File: config.mk
export PLATFORM = sky130hd
export DESIGN_NAME = ft601_bus_scheduler_flat
export DESIGN_NICKNAME = d
export VERILOG_FILES = /design/src/rtl/ft601_bus_scheduler_if.sv /design/src/rtl/ft601_bus_scheduler.sv /design/src/flat_wrapper.sv
export SDC_FILE = /design/constraint.sdc
export NUM_CORES = 1
export LEC_CHECK = 0
export CORE_AREA = 2 2 123 125
export CTS_CLUSTER_DIAMETER = 40
export DETAILED_ROUTE_END_ITERATION = 7
export DIE_AREA = 0 0 125 127
export DONT_BUFFER_PORTS = 1
export GPL_TIMING_DRIVEN = 0
export PLACE_DENSITY_LB_ADDON = 0.3
export RECOVER_POWER = 50
export SYNTH_ARGS = -nofsm -noshare
export SYNTH_HDL_FRONTEND = slang
export SYNTH_SLANG_ARGS = --single-unit
File: constraint.sdc
create_clock -name i_ftdi_clk -period 2.19 [get_ports i_ftdi_clk]
set_input_delay 0.219 -clock i_ftdi_clk [delete_from_list [all_inputs] [get_ports i_ftdi_clk]]
set_output_delay 0.219 -clock i_ftdi_clk [all_outputs]
set_load 0.02 [all_outputs]
File: src/rtl/ft601_bus_scheduler_if.sv
// ---------------------------------------------------------------------------
// ft601_bus_scheduler_if
//
// Groups every signal that the FT601 bus scheduler exchanges with the pads
// and with the streaming FIFOs.
//
//   Pad side (FT601 245-synchronous FIFO bus)
//     i_ftdi_txe_n, i_ftdi_rxf_n   FT601 FIFO status (active low)
//     i_ftdi_data, i_ftdi_be       bus data / byte enables from the pads
//     o_ftdi_data, o_ftdi_be       bus data / byte enables to the pads
//     o_ftdi_drive                 pad output enable for data/be
//     o_ftdi_oe_n, o_ftdi_rd_n,
//     o_ftdi_wr_n                  FT601 strobes
//   TX stream (FPGA -> host)
//     i_tx_valid, i_tx_data, i_tx_be, o_tx_ready
//   RX sink (host -> FPGA)
//     o_rx_valid, o_rx_data, o_rx_be, i_rx_afull
//
// Modport master belongs to the scheduler; modport slave is the view taken
// by the surrounding pads/FIFOs.
// ---------------------------------------------------------------------------
interface ft601_bus_scheduler_if;
    logic        i_ftdi_txe_n;
    logic        i_ftdi_rxf_n;
    logic [31:0] i_ftdi_data;
    logic [3:0]  i_ftdi_be;
    logic [31:0] o_ftdi_data;
    logic [3:0]  o_ftdi_be;
    logic        o_ftdi_drive;
    logic        o_ftdi_oe_n;
    logic        o_ftdi_rd_n;
    logic        o_ftdi_wr_n;

    logic        i_tx_valid;
    logic [31:0] i_tx_data;
    logic [3:0]  i_tx_be;
    logic        o_tx_ready;

    logic        o_rx_valid;
    logic [31:0] o_rx_data;
    logic [3:0]  o_rx_be;
    logic        i_rx_afull;

    modport master (
        input  i_ftdi_txe_n, i_ftdi_rxf_n, i_ftdi_data, i_ftdi_be,
               i_tx_valid, i_tx_data, i_tx_be, i_rx_afull,
        output o_ftdi_data, o_ftdi_be, o_ftdi_drive,
               o_ftdi_oe_n, o_ftdi_rd_n, o_ftdi_wr_n,
               o_tx_ready, o_rx_valid, o_rx_data, o_rx_be
    );

    modport slave (
        output i_ftdi_txe_n, i_ftdi_rxf_n, i_ftdi_data, i_ftdi_be,
               i_tx_valid, i_tx_data, i_tx_be, i_rx_afull,
        input  o_ftdi_data, o_ftdi_be, o_ftdi_drive,
               o_ftdi_oe_n, o_ftdi_rd_n, o_ftdi_wr_n,
               o_tx_ready, o_rx_valid, o_rx_data, o_rx_be
    );
endinterface

File: src/rtl/ft601_bus_scheduler.sv
// ---------------------------------------------------------------------------
// ft601_bus_scheduler
//
// Time-shares the FT601 245-synchronous FIFO bus between one TX stream
// (FPGA -> host) and one RX sink (host -> FPGA). Generates the FT601
// strobes, owns the pad drive enable, inserts a turnaround cycle between
// directions and caps every grant at MAX_BURST words so that neither
// direction can starve the other.
//
// Parameters
//   MAX_BURST    maximum words moved per direction grant (>= 2)
// Ports
//   i_ftdi_clk   FT601 bus clock, all logic on the rising edge
//   i_reset_n    asynchronous active-low reset
//   bus          pad + stream signals (ft601_bus_scheduler_if.master)
//   o_fsm        current state, for debug pins
// ---------------------------------------------------------------------------
module ft601_bus_scheduler #(
    parameter int MAX_BURST = 256
) (
    input  logic                         i_ftdi_clk,
    input  logic                         i_reset_n,
    ft601_bus_scheduler_if.master        bus,
    output logic [3:0]                   o_fsm
);

    localparam int CW = $clog2(MAX_BURST) + 1;
    localparam logic [CW-1:0] BURST_MAX = CW'(MAX_BURST);
    localparam logic [CW-1:0] CNT_ONE   = CW'(1);

    localparam logic [3:0] IDLE     = 4'd0;
    localparam logic [3:0] RX_OE    = 4'd1;
    localparam logic [3:0] RX_READ  = 4'd2;
    localparam logic [3:0] RX_END   = 4'd3;
    localparam logic [3:0] TX_WRITE = 4'd4;
    localparam logic [3:0] TX_END   = 4'd5;

    localparam logic DIR_RX = 1'b0;
    localparam logic DIR_TX = 1'b1;

    logic [3:0]    state, state_next;
    logic [CW-1:0] count, count_next;
    logic          last_dir, last_dir_next;
    logic          wr_n, wr_n_next;
    logic          oe_n, rd_n, drive;
    logic [31:0]   data_q;
    logic [3:0]    be_q;
    logic          rx_valid;
    logic [31:0]   rx_data;
    logic [3:0]    rx_be;

    logic          rx_req, tx_req, grant_tx, grant_rx;
    logic          tx_full, tx_ready, tx_load, tx_accept, rx_xfer;
    logic [CW-1:0] committed;

    // NOTE: always_comb uses blocking assignments and gives every output a
    // default first, so no path leaves a signal unassigned and no latch is
    // inferred.
    always_comb begin
        rx_req   = !bus.i_ftdi_rxf_n && !bus.i_rx_afull;
        tx_req   = !bus.i_ftdi_txe_n && bus.i_tx_valid;
        // On a tie the direction not served last wins.
        grant_tx = tx_req && (!rx_req || last_dir == DIR_RX);
        grant_rx = rx_req && !grant_tx;

        // The TX output register holds a word exactly while wr_n is low.
        tx_full   = !wr_n;
        committed = count + CW'(tx_full);
        tx_ready  = (state == TX_WRITE) && (wr_n || !bus.i_ftdi_txe_n)
                    && (committed < BURST_MAX);
        tx_load   = tx_ready && bus.i_tx_valid;
        tx_accept = (state == TX_WRITE) && tx_full && !bus.i_ftdi_txe_n;
        // rd_n is low for the whole of RX_READ, so only rxf_n gates a word.
        rx_xfer   = (state == RX_READ) && !bus.i_ftdi_rxf_n;

        state_next    = state;
        count_next    = count;
        last_dir_next = last_dir;
        wr_n_next     = 1'b1;

        case (state)
            IDLE: begin
                if (grant_tx) begin
                    state_next    = TX_WRITE;
                    count_next    = '0;
                    last_dir_next = DIR_TX;
                end else if (grant_rx) begin
                    state_next    = RX_OE;
                    count_next    = '0;
                    last_dir_next = DIR_RX;
                end
            end
            RX_OE: state_next = RX_READ;
            RX_READ: begin
                if (rx_xfer) count_next = count + CNT_ONE;
                // afull seen together with a transfer still takes that word:
                // that is the single extra word the sink must absorb.
                if (bus.i_ftdi_rxf_n || bus.i_rx_afull || count_next == BURST_MAX)
                    state_next = RX_END;
            end
            RX_END: state_next = IDLE;
            TX_WRITE: begin
                wr_n_next = wr_n;
                if (tx_accept) count_next = count + CNT_ONE;
                if (tx_load)
                    wr_n_next = 1'b0;
                else if (tx_accept)
                    wr_n_next = 1'b1;
                // Only leave once the output register has drained, so a word
                // stalled by txe_n is never abandoned on the bus.
                if (wr_n_next && (!bus.i_tx_valid || bus.i_ftdi_txe_n
                                  || count_next == BURST_MAX))
                    state_next = TX_END;
            end
            TX_END: state_next = IDLE;
            default: state_next = IDLE;
        endcase
    end

    // NOTE: sequential state uses non-blocking assignments so every register
    // samples the pre-edge values regardless of statement order.
    always_ff @(posedge i_ftdi_clk or negedge i_reset_n) begin
        if (!i_reset_n) begin
            state    <= IDLE;
            count    <= '0;
            last_dir <= DIR_RX;
            wr_n     <= 1'b1;
            oe_n     <= 1'b1;
            rd_n     <= 1'b1;
            drive    <= 1'b0;
            data_q   <= '0;
            be_q     <= '0;
            rx_valid <= 1'b0;
            rx_data  <= '0;
            rx_be    <= '0;
        end else begin
            state    <= state_next;
            count    <= count_next;
            last_dir <= last_dir_next;
            wr_n     <= wr_n_next;
            // Strobes and drive are decoded from the next state so they are
            // registered yet line up exactly with the state they belong to;
            // drive and oe_n come from disjoint states and never overlap.
            oe_n     <= !(state_next == RX_OE || state_next == RX_READ);
            rd_n     <= !(state_next == RX_READ);
            drive    <= (state_next == TX_WRITE);
            rx_valid <= rx_xfer;
            if (rx_xfer) begin
                rx_data <= bus.i_ftdi_data;
                rx_be   <= bus.i_ftdi_be;
            end
            if (tx_load) begin
                data_q <= bus.i_tx_data;
                be_q   <= bus.i_tx_be;
            end
        end
    end

    assign bus.o_ftdi_data  = data_q;
    assign bus.o_ftdi_be    = be_q;
    assign bus.o_ftdi_drive = drive;
    assign bus.o_ftdi_oe_n  = oe_n;
    assign bus.o_ftdi_rd_n  = rd_n;
    assign bus.o_ftdi_wr_n  = wr_n;
    assign bus.o_tx_ready   = tx_ready;
    assign bus.o_rx_valid   = rx_valid;
    assign bus.o_rx_data    = rx_data;
    assign bus.o_rx_be      = rx_be;
    assign o_fsm            = state;

endmodule

File: src/flat_wrapper.sv
// flat-port wrapper written by rule: the top's interface ports become plain ports
module ft601_bus_scheduler_flat 
#(
    parameter int MAX_BURST = 256
)
  (i_ftdi_clk, i_reset_n, o_fsm, bus_i_ftdi_txe_n, bus_i_ftdi_rxf_n, bus_i_ftdi_data, bus_i_ftdi_be, bus_i_tx_valid, bus_i_tx_data, bus_i_tx_be, bus_i_rx_afull, bus_o_ftdi_data, bus_o_ftdi_be, bus_o_ftdi_drive, bus_o_ftdi_oe_n, bus_o_ftdi_rd_n, bus_o_ftdi_wr_n, bus_o_tx_ready, bus_o_rx_valid, bus_o_rx_data, bus_o_rx_be);
  ft601_bus_scheduler_if bus_i ();
  input  logic i_ftdi_clk;
  input  logic i_reset_n;
  output logic [3:0] o_fsm;
  input wire logic [$bits(bus_i.i_ftdi_txe_n)-1:0] bus_i_ftdi_txe_n;
  input wire logic [$bits(bus_i.i_ftdi_rxf_n)-1:0] bus_i_ftdi_rxf_n;
  input wire logic [$bits(bus_i.i_ftdi_data)-1:0] bus_i_ftdi_data;
  input wire logic [$bits(bus_i.i_ftdi_be)-1:0] bus_i_ftdi_be;
  input wire logic [$bits(bus_i.i_tx_valid)-1:0] bus_i_tx_valid;
  input wire logic [$bits(bus_i.i_tx_data)-1:0] bus_i_tx_data;
  input wire logic [$bits(bus_i.i_tx_be)-1:0] bus_i_tx_be;
  input wire logic [$bits(bus_i.i_rx_afull)-1:0] bus_i_rx_afull;
  output wire logic [$bits(bus_i.o_ftdi_data)-1:0] bus_o_ftdi_data;
  output wire logic [$bits(bus_i.o_ftdi_be)-1:0] bus_o_ftdi_be;
  output wire logic [$bits(bus_i.o_ftdi_drive)-1:0] bus_o_ftdi_drive;
  output wire logic [$bits(bus_i.o_ftdi_oe_n)-1:0] bus_o_ftdi_oe_n;
  output wire logic [$bits(bus_i.o_ftdi_rd_n)-1:0] bus_o_ftdi_rd_n;
  output wire logic [$bits(bus_i.o_ftdi_wr_n)-1:0] bus_o_ftdi_wr_n;
  output wire logic [$bits(bus_i.o_tx_ready)-1:0] bus_o_tx_ready;
  output wire logic [$bits(bus_i.o_rx_valid)-1:0] bus_o_rx_valid;
  output wire logic [$bits(bus_i.o_rx_data)-1:0] bus_o_rx_data;
  output wire logic [$bits(bus_i.o_rx_be)-1:0] bus_o_rx_be;
  assign bus_i.i_ftdi_txe_n = bus_i_ftdi_txe_n;
  assign bus_i.i_ftdi_rxf_n = bus_i_ftdi_rxf_n;
  assign bus_i.i_ftdi_data = bus_i_ftdi_data;
  assign bus_i.i_ftdi_be = bus_i_ftdi_be;
  assign bus_i.i_tx_valid = bus_i_tx_valid;
  assign bus_i.i_tx_data = bus_i_tx_data;
  assign bus_i.i_tx_be = bus_i_tx_be;
  assign bus_i.i_rx_afull = bus_i_rx_afull;
  assign bus_o_ftdi_data = bus_i.o_ftdi_data;
  assign bus_o_ftdi_be = bus_i.o_ftdi_be;
  assign bus_o_ftdi_drive = bus_i.o_ftdi_drive;
  assign bus_o_ftdi_oe_n = bus_i.o_ftdi_oe_n;
  assign bus_o_ftdi_rd_n = bus_i.o_ftdi_rd_n;
  assign bus_o_ftdi_wr_n = bus_i.o_ftdi_wr_n;
  assign bus_o_tx_ready = bus_i.o_tx_ready;
  assign bus_o_rx_valid = bus_i.o_rx_valid;
  assign bus_o_rx_data = bus_i.o_rx_data;
  assign bus_o_rx_be = bus_i.o_rx_be;
  ft601_bus_scheduler #(.MAX_BURST(MAX_BURST)) u_core (.i_ftdi_clk(i_ftdi_clk), .i_reset_n(i_reset_n), .bus(bus_i), .o_fsm(o_fsm));
endmodule
* Word level (Yosys, flattened, before mapping)
Index checks and enable logic that the tools add are counted.
Storage, ports and cells: bits in registers 91, input bits 78, output and inout port bits 82
Cells by class: add/subtract/negate cells 2, $lt $le $gt $ge 1, equal/unequal tests 9, muxes and demuxes 18, bitwise operators 1, reduce and logical (&&, ||, !) cells 32
Operators with widths (number):
- 9-bit 2-to-1 mux | 6
- 9-bit one-hot mux with 3 select lines | 1
- 9-bit equality test, second input constant | 2
- 4-bit 2-to-1 mux | 4
- 4-bit one-hot mux with 4 select lines | 1
- 1-bit logical AND | 11
- 9-bit by 1-bit adder with 9-bit output | 1
- 9-bit by 1-bit adder with 9-bit output, second input constant | 1
- 1-bit zero test | 9
- 9-bit < comparator, second input constant | 1
- 4-bit by 1-bit equality test with 1-bit output, second input constant | 2
- 4-bit by 2-bit equality test with 1-bit output, second input constant | 2
- 4-bit by 3-bit equality test with 1-bit output, second input constant | 2
- 1-bit logical OR | 7
- 1-bit 2-to-1 mux | 6
- 4-bit zero test | 1
- 2-bit AND reduction | 2
- 3-bit by 1-bit inequality test with 1-bit output, second input constant | 1
- 3-bit nonzero test | 1
- 2-bit nonzero test | 1
- 1-bit inverter | 1

* Logic depth before layout (Yosys ltp)
word-level depth 13, depth in mapped cells 8, gate-level depth less buffers 6

* Least setup slack after synthesis
No wires, ideal clock.
kind register to register, from register u_core.state[1] (netlist: u_core.o_fsm[1]), to register u_core.be_q[0] (netlist: u_core.bus.o_ftdi_be[0]), setup time 125 ps, arrival time 2307 ps, data required time 2065 ps, setup slack -242 ps, stages on the path, launching flop included 7, buffers on the path 3, clock period less this slack 2432 ps, path through dfrtp_1 -> or4b_1 -> buf_2 -> or4b_1 -> buf_6 -> buf_6 -> mux2_4
Between the ends: cells in the longest elaborated chain, start to end 4
Ends and longest elaborated chain:
- start, declared | line ft601_bus_scheduler.sv:41 | logic [3:0] state, state_next;
- start signal, assigned | line ft601_bus_scheduler.sv:137 | state <= state_next;
- 4-bit by 3-bit equality test with 1-bit output | line ft601_bus_scheduler.sv:69 | tx_ready = (state == TX_WRITE) && (wr_n || !bus.i_ftdi_txe_n)
- 1-bit logical AND | line ft601_bus_scheduler.sv:69
- 1-bit logical AND | line ft601_bus_scheduler.sv:70 | && (committed < BURST_MAX);
- 1-bit logical AND | line ft601_bus_scheduler.sv:71 | tx_load = tx_ready && bus.i_tx_valid;
- end signal, assigned | line ft601_bus_scheduler.sv:154 | be_q <= bus.i_tx_be;
- end, declared | line ft601_bus_scheduler.sv:47 | logic [3:0] be_q;
No other way between the ends. A chain may end at the register's enable or synchronous reset.

* Worst setup path after layout
from register u_core.state[0] (netlist: u_core.o_fsm[0]), to register u_core.data_q[8] (netlist: u_core.bus.o_ftdi_data[8])
Between the ends: cells in the longest elaborated chain, start to end 4
Ends and longest elaborated chain:
- 4-bit by 3-bit equality test with 1-bit output | line ft601_bus_scheduler.sv:69
- 1-bit logical AND | line ft601_bus_scheduler.sv:69
- 1-bit logical AND | line ft601_bus_scheduler.sv:70
- 1-bit logical AND | line ft601_bus_scheduler.sv:71
- end signal, assigned | line ft601_bus_scheduler.sv:153 | data_q <= bus.i_tx_data;
- end, declared | line ft601_bus_scheduler.sv:46 | logic [31:0] data_q;
No other way between the ends.

==> reports/results.ini <==
[final_layout]
final_common_cell=dfrtp_1
nets=434
antenna_cells=0
layout-drive-gt1-share_pct=43.06
instances_no_fill=544
finalInstanceArea_sq_um=5214
final_cell_mix=dfrtp_1, mux2_2, mux2_4, buf_4, o21ai_0
syn2layout_area_growth_pct=22.52
fillers=1377

[cts]
path_clk_slew_ns=0.06
numClockSinks=91
root_buffer=clkbuf_16
cts_htree_levels=3
clockBufferDepth=2
cts_tree=done
worstSkewPairLatency_ns=0.34
cts_buffers=9

[route]
remaining_drc_errors=0
drt-total-wl_um=10080
drt_iter0_drc=118
viasPerCell=5.241
vias=2851
drtPass1Iterations=4
antenna_left=0
wire_per_inst_um=18.53

[power]
finalPower_w=0.006298
leakage_nw=2.301
ir_drop_mv=0.3886
power_density_nw_per_um2=1208

[sta]
final_hold_viol_count=91
max_freq_mhz=410.0
period_share_pct=111.4
hold_slack_ns=-0.4331
tightest_slew_ns=0.6130
final.setup.worst_slack_ns=-0.2490
period_needed_ns=2.439
fin_setup_tns_ns=-8.940
rsz0062_at_grt=yes
finalSetupViolations=43
relSlewSlack_pct=58.07
skew_ns=0.007967
drv_slew=0

[logic_synthesis]
synthDistinctLibCells=53
synth_top_area_share_pct=51.75
avgSynthCellArea_sq_um=12.97
synth_area_leader_cell=dfrtp_1
syn_nets=407
synth_edf_count=0
ys_ff_latch=91
ys_seq_area_share_pct=53.60
postSynthCellCount=328
syn_area_sq_um=4255
yosysWarnings=0
netlist_top_cells_area=dfrtp_1, mux2_2, mux2_4
async_reset_ff_share_pct=100.0
synth_ff_type=dfrtp_1

[job]
max-cap-violations=0

[global_route]
grt_max_degree=92
grt_pass1_vias=2931
grt_pass1_wl_um=15760
gr-usage-all-layers_pct=12.51
antenna_found_initial=0
overflow=0

[placed_design]
dpl_cell_area_sq_um=4536
port_buffers=0
gp_congestion=0.8784
place_hpwl_um=6689
dp.cells=512
dp_slack_ns=-0.8962

[setup_path]
cp.buffers_inverters=1
timing.rr.start=u_core.o_fsm[0]
start_kind=flip-flop
required_ns=2.41
worst_path_most_repeated_cell=or4b_4
end_kind=flip-flop
startpoint=u_core.o_fsm[0]
cp.arrival_ns=2.66
slowest_stage=or4b_4
cpPeakStageDelay_ns=0.68
path_cells=or4b_4 -> or4b_4 -> clkbuf_16 -> mux2_4
r2r_slack_ns=-0.25
worstSetupPathType=flip-flop to flip-flop
worstPathMaxFanout=8
critPathTopFamily=simple AND/OR/NAND/NOR gates

[floorplan]
core-area_sq_um=14420
top_level_ports=160
initial_core_util_pct=29.50
placementRows=44
dieArea_sq_um=15880
die_h_um=127
die_w_um=125

[status]
violations=negative hold slack, negative setup slack
outcome=finished, violations left

[worst_hold_path]
hp-class=input port to async pin

[synthesized netlist by cell type, drive strengths merged, types with 3 or more instances]
cell type  number
a21oi           4
nor4            6
mux2i           4
nand2b          5
o211ai          4
and3            4
nor2            6
dfrtp          88
clkbuf         12
nand4           5
nand3           9
inv             5
nand2          10
nor3            8
o21ai          13
mux2           74
a21o            3
o31ai           6
xnor2           5
nor2b           3
dfstp           3
or4b            3
nor4b           3
buf            10
[registers in the layout, summed over array words and instances, names as in the netlist]
name and count:
u_core.bus.o_ftdi_wr_n 1, u_core.count 9, u_core.bus.o_ftdi_be 4, u_core.bus.o_ftdi_drive 1, u_core.o_fsm 4, u_core.bus.o_rx_valid 1, u_core.bus.o_rx_data 32, u_core.bus.o_ftdi_oe_n 1
u_core.bus.o_ftdi_data 32, u_core.bus.o_rx_be 4, u_core.last_dir 1, u_core.bus.o_ftdi_rd_n 1
[logic make-up after synthesis]
group	share of synthesized area [%]
flops	53.60
mux	23.17
simple gates	10.09
compound gates	8.292
buf+inv	3.234
xor+xnor	1.235
fa+ha+maj	0.2940
other cells	0.08812
[power by group]
part	internal (W)	switching [W]	total (W)
Combinational	0.000743	0.000351	0.00109
Sequential	0.00233	0.00127	0.00360
Clock	0.000996	0.000612	0.00161
Total	0.00407	0.00223	0.00630
[area by class of cell]
type	instances	area (sq um)	area share, %
buffer	17	140.1	2.688
clock buffer	11	232.7	4.464
tap	184	230.2	4.416
inverter	5	18.77	0.3600
sequential	91	2291	43.94
timing repair buffer	21	178.9	3.432
multi-input combinational	210	2044	39.21
clock inverter	5	77.57	1.488
[worst paths after layout]
kind	cells after the start	to
hold / removal	0	u_core.count[3]
setup / recovery	4	u_core.bus.o_ftdi_data[8]
min in group i_ftdi_clk	1	u_core.bus.o_rx_data[0]
setup reg to reg	4	u_core.bus.o_ftdi_data[8]
max in group asynchronous	0	u_core.bus.o_ftdi_rd_n
hold reg to reg	1	u_core.last_dir
[per-stage QoR]
stage | hold slack [ns] | utilization [%]
after floorplan | -0.07659 | -
after global placement | -0.07387 | 31.45
after detailed placement | -0.07378 | 31.45
after CTS | -0.4568 | 35.25
after global routing | -0.4607 | 36.15
final | -0.4331 | 36.15
[per-layer routing]
layer  part of all wire [%]  track usage [%]
met3                    8.8            4.564
met5                      0                0
met4                    2.3            5.294
met1                     41            15.25
met2                     48            20.11
[repair_timing]
action / CTS / global route
buffers inserted: 12 / 8
pin swaps: 13 / 12
gates cloned: 0 / 1
setup endpoints to repair: 86 / 63
resized for setup: 36 / 20
hold endpoints to repair: 91 / 91
No activity file was read; power rests on OpenSTA's default activity.
